==> config.mk <==
export PLATFORM = sky130hd
export DESIGN_NAME = serial_subtractor
export DESIGN_NICKNAME = d
export VERILOG_FILES = /design/src/rtl/serial_subtractor.sv
export SDC_FILE = /design/constraint.sdc
export NUM_CORES = 1
export LEC_CHECK = 0
export BUFFER_PORTS_ARGS = -buffer_cell sky130_fd_sc_hd__buf_2
export CAP_MARGIN = 20
export CELL_PAD_IN_SITES_DETAIL_PLACEMENT = 2
export CELL_PAD_IN_SITES_GLOBAL_PLACEMENT = 2
export CORE_UTILIZATION = 37
export CTS_BUF_LIST = sky130_fd_sc_hd__clkbuf_4
export DETAILED_ROUTE_END_ITERATION = 8
export GPL_TIMING_DRIVEN = 1
export PLACE_DENSITY = 0.86
export SYNTH_ARGS = -nofsm -noshare
export SYNTH_HDL_FRONTEND = slang
export SYNTH_SLANG_ARGS = --single-unit
==> constraint.sdc <==
create_clock -name Clock -period 2.3 [get_ports Clock]
set_input_delay 0.345 -clock Clock [delete_from_list [all_inputs] [get_ports Clock]]
set_output_delay 0.345 -clock Clock [all_outputs]
set_load 0.01 [all_outputs]
==> src/rtl/serial_subtractor.sv <==
// Bit-serial subtractor: computes X - Y - borrowin one bit per cycle, LSB first,
// and publishes D/borrowout/overflow in a single registered update per operation.
module serial_subtractor #(
  parameter int n = 32
) (
  input  logic         Clock,
  input  logic         Resetn,
  input  logic         start,
  input  logic [n-1:0] X,
  input  logic [n-1:0] Y,
  input  logic         borrowin,
  output logic [n-1:0] D,
  output logic         borrowout,
  output logic         overflow,
  output logic         busy,
  output logic         done
);

  localparam int CW = $clog2(n + 1);

  typedef enum logic [1:0] {IDLE, RUN, DONE} state_t;

  state_t        r_state;
  state_t        w_state_next;
  logic [CW-1:0] r_cnt;
  logic [n-1:0]  r_x;
  logic [n-1:0]  r_y;
  logic [n-1:0]  r_diff;
  logic          r_b;
  logic          r_xmsb;
  logic          r_ymsb;
  logic          w_d;
  logic          w_b_next;
  logic          w_last;

  // The RUN cycle that sees the counter at n performs no bit; it publishes the results.
  assign w_last   = (r_cnt == CW'(n));
  assign w_d      = r_x[0] ^ r_y[0] ^ r_b;
  assign w_b_next = (~r_x[0] & r_y[0]) | (~(r_x[0] ^ r_y[0]) & r_b);

  assign busy = (r_state != IDLE);
  assign done = (r_state == DONE);

  always_ff @(posedge Clock or negedge Resetn) begin
    if (!Resetn) begin
      r_state <= IDLE;
    end else begin
      r_state <= w_state_next;
    end
  end

  always_comb begin
    w_state_next = r_state;
    case (r_state)
      IDLE:    if (start) w_state_next = RUN;
      RUN:     if (w_last) w_state_next = DONE;
      DONE:    w_state_next = IDLE;
      default: w_state_next = IDLE;
    endcase
  end

  always_ff @(posedge Clock or negedge Resetn) begin
    if (!Resetn) begin
      r_cnt     <= '0;
      r_x       <= '0;
      r_y       <= '0;
      r_diff    <= '0;
      r_b       <= 1'b0;
      r_xmsb    <= 1'b0;
      r_ymsb    <= 1'b0;
      D         <= '0;
      borrowout <= 1'b0;
      overflow  <= 1'b0;
    end else begin
      case (r_state)
        IDLE: begin
          if (start) begin
            r_x    <= X;
            r_y    <= Y;
            r_b    <= borrowin;
            r_xmsb <= X[n-1];
            r_ymsb <= Y[n-1];
            r_cnt  <= '0;
          end
        end
        RUN: begin
          if (!w_last) begin
            r_x    <= {1'b0, r_x[n-1:1]};
            r_y    <= {1'b0, r_y[n-1:1]};
            r_diff <= {w_d, r_diff[n-1:1]};
            r_b    <= w_b_next;
            r_cnt  <= r_cnt + 1'b1;
          end else begin
            D         <= r_diff;
            borrowout <= r_b;
            overflow  <= (r_xmsb ^ r_ymsb) & (r_diff[n-1] ^ r_xmsb);
          end
        end
        default: ;
      endcase
    end
  end

endmodule

==> metrics list <==
- Synthesis inferred 141 register bits.
- The worst hold path passes through 3 cells.
* Leakage power: 3.35 nW
- Share of layout cells above drive strength 1: between 20% and 30%
- Maximum fanout along the worst path: 25
* Synth Cell Area: slightly below 6000 sq um
- Post-synth net total: 623
* DRC violation count after routing: 0
* Worst-path cell chain: inv_1, ha_1, nor3b_4, a21o_4, buf_4, o22ai_1, nor2_1
- Clock-pin slew was measured on the worst setup and hold paths at 0.12 ns.
- Measured in cells, the most critical reg-to-reg path has a length of 7.
- Final setup slack of the worst path: ~0.3 ns
* Slew HR: 56.8%
- Across the run, the number of max-cap violations was 0.
- Category of the worst setup path launch point: register
- approximately 100 I/O pins were placed.
- Counting along the longest clock path gives a buffer depth of 2.
* Last weighted congestion value of the routability-driven placer: 0.759
* Endpoint, Worst Hold: r_xmsb
- DIE WIDTH: 127 um
- Setup total negative slack on the finished layout was measured at 0 ns.
- The repair_antennas step left the layout with diodes totalling 0.
- Antenna violations before repair: 0
- The number of clock buffers added by TritonCTS is 17.
- The die covers around 16000 sq um.
* Hold_sp: X[31]
- In the layout the commonest cells are 141 x dfrtp_1, 108 x nand2_1, 102 x buf_2.
- Setup violations, final: 0
* Clock tree sinks: 141
* Total routing resource utilization after global routing: between 20% and 30%
- Power density of the placed cells: approximately 1400 nW/um^2
- Status: completed
* First-pass GRT wire length: 26.6 mm
- Quantity of I/O buffers inserted on ports: 103
- Fin. max-slew vios: 0
- Avg Vias per Cell: slightly above 5
- Summed over all nets, the half-perimeter wirelength after detailed placement is around 11 mm.
- FP Rows: 45
- Fraction of the yosys area taken by sequential cells: 61.0%
- Setup repair after global routing left no endpoint under its margin.
* Remaining number of nets flagged by the antenna check after routing: 0
* Syn Area/Cell: around 10 sq um
* Worst clock skew: roughly 0.017 ns
* Final-report hold violation count: 0
* Cell chosen for the clock root: clkbuf_4
- At the pin with the least slew margin, the transition time is approximately 0.65 ns.
* Capturing point of the worst reg2reg path: r_x[23]
- In this run the critical register-to-register path is launched from r_cnt[0].
- For this run, the slowest stage of the critical path takes approximately 0.43 ns.
- Timing analysis after detailed placement gives a worst setup slack of 0.282 ns.
- GRT overflow: 0
- Data required time at the worst endpoint: 2.75 ns
- Synthesis produced between 500 and 600 cells.
- TritonCTS clock tree: built
- Initial Util: between 30% and 40%
- Post-CTS repair changed the size of 0 cells.
- The H-tree generated during clock tree synthesis spans 4 levels.
* Slowest CP cell: dfrtp_1
* Arrival time reported for the critical path endpoint: around 2.5 ns
* 1st-iter DRT viols: 178
- The routed design has 16.0 mm of wire.
- Static timing analysis puts the maximum clock frequency at 499 MHz.
* Net count reported at finish: between 700 and 800
- Most common cell after layout, fill and taps aside: dfrtp_1
* Kind of critical path: register to register
- Across all layers, the routed design uses 4527 vias.
* Core ar.: 15300 sq um
* Warning count from the yosys run: 0
- The number of different library cells used by synthesis comes to 34.
* Type of element capturing the critical path: register
* Vias in the first global route: 5189
- Routed len/inst: 18.3 um
- For flop-to-flop paths, the worst setup slack is 0.30 ns.
* Layout area overhead: 17.1%
* Clock latency on the worst-skew pair: roughly 0.53 ns
- Pin count of the biggest net entering global routing: 67
* Drt pass-1 iters: 4
- Die Y-Extent: 127 um
- Peak VDD IR: 0.474 mV
- The final critical path takes up 87.1% of the cycle.
- Min Clock Period, post-route: 2.00 ns
* Tightest Hold Check Type: input pin to register
-- layer usage --
metal | wire length [um] | up-vias | GRT usage [%]
li1 | - | 2101 | -
met1 | 6540 | 2323 | 24.6
met2 | 8710 | 83 | 39.6
met3 | 498 | 20 | 5.07
met4 | 229 | 0 | 6.58
met5 | 0 | - | 0
-- cells in the mapped netlist, drive strengths merged --
master | number | area [sq um]
a31oi | 1 | 6.26
fa | 1 | 20.0
a22o | 1 | 8.76
a21o | 1 | 7.51
clkbuf | 11 | 41.3
a21oi | 4 | 31.3
nor3 | 61 | 305
ha | 2 | 25.0
nand2b | 1 | 6.26
a41oi | 1 | 8.76
and3 | 1 | 6.26
nand2 | 109 | 409
mux2 | 32 | 360
o21ai | 7 | 35.0
nor3b | 3 | 33.8
nand3 | 5 | 37.5
nor2 | 64 | 240
buf | 27 | 191
inv | 9 | 33.8
o31ai | 1 | 7.51
o22ai | 62 | 388
nor2b | 4 | 27.5
a221oi | 1 | 8.76
xnor2 | 2 | 17.5
dfrtp | 141 | 3530
-- sequential cells by signal (all words and copies together), names as in the netlist --
signal and count:
r_diff 32, r_y 32, r_cnt 6, borrowout 1, overflow 1, r_b 1
r_xmsb 1, r_ymsb 1, D 32, r_x 32, r_state 2
-- power by group --
part	switching [W]	internal (W)
Combinational	0.00229	0.00138
Clock	0.000842	0.000652
Sequential	0.000721	0.00356
Total	0.00385	0.00558
-- what timing repair did --
action,CTS,global route
buffers inserted,0,0
endpoints found under the hold margin,61,0
hold buffers,1,0
setup endpoints to repair,0,0
-- worst max-delay path, delay by kind of cell (launching register included) --
family	cells	cell delay, ns
AOI/OAI and AO/OA	2	0.49
adders and majority gates	1	0.15
buffers and inverters	2	0.37
DFF	1	0.43
and+or+nand+nor	2	0.48
-- per-stage QoR --
stage                     total power (W)  std cells  hold WS, ns  util, %  instance area, sq um
after CTS                         0.00959        875      0.00800     44.4                  6780
final                             0.00944        875       0.0543     44.4                  6780
after global routing               0.0102        875      0.00591     44.4                  6780
after floorplan                   0.00676        552       0.0494        -                  5790
after global placement            0.00758        843        0.401     42.7                  6520
after detailed placement          0.00801        843        0.402     42.7                  6520
-- final cells by class --
class / instances / area, sq um
inverter: 9 / 33.8
clock buffer: 20 / 150
fill: 1639 / 8480
clock inverter: 11 / 101
timing repair buffer: 119 / 694
sequential: 141 / 3530
tap: 211 / 264
multi-input combinational: 364 / 2010
-- worst max path at each step --
| stage | startpoint | endpoint | slack (ns) | depth (start not counted) |
|---|---|---|---|---|
| 2_1_floorplan | r_cnt[0] | r_x[20] | 0.69 | 9 |
| 3_3_place_gp | r_cnt[0] | r_y[11] | 0.45 | 7 |
| 3_5_place_dp | r_cnt[1] | r_y[13] | 0.28 | 7 |
| 4_1_cts | r_cnt[1] | r_y[13] | 0.25 | 7 |
| 5_1_grt | r_cnt[1] | r_x[22] | 0.15 | 7 |
| 6_report | r_cnt[0] | r_x[23] | 0.30 | 7 |
-- cell families after synthesis --
family,synth area share (%)
compound gates,8.67
xor+xnor,0.303
flops,61.0
buf+inv,4.61
simple gates,18.4
fa+ha+maj,0.778
mux,6.23
No activity file was read; power rests on OpenSTA's default activity.
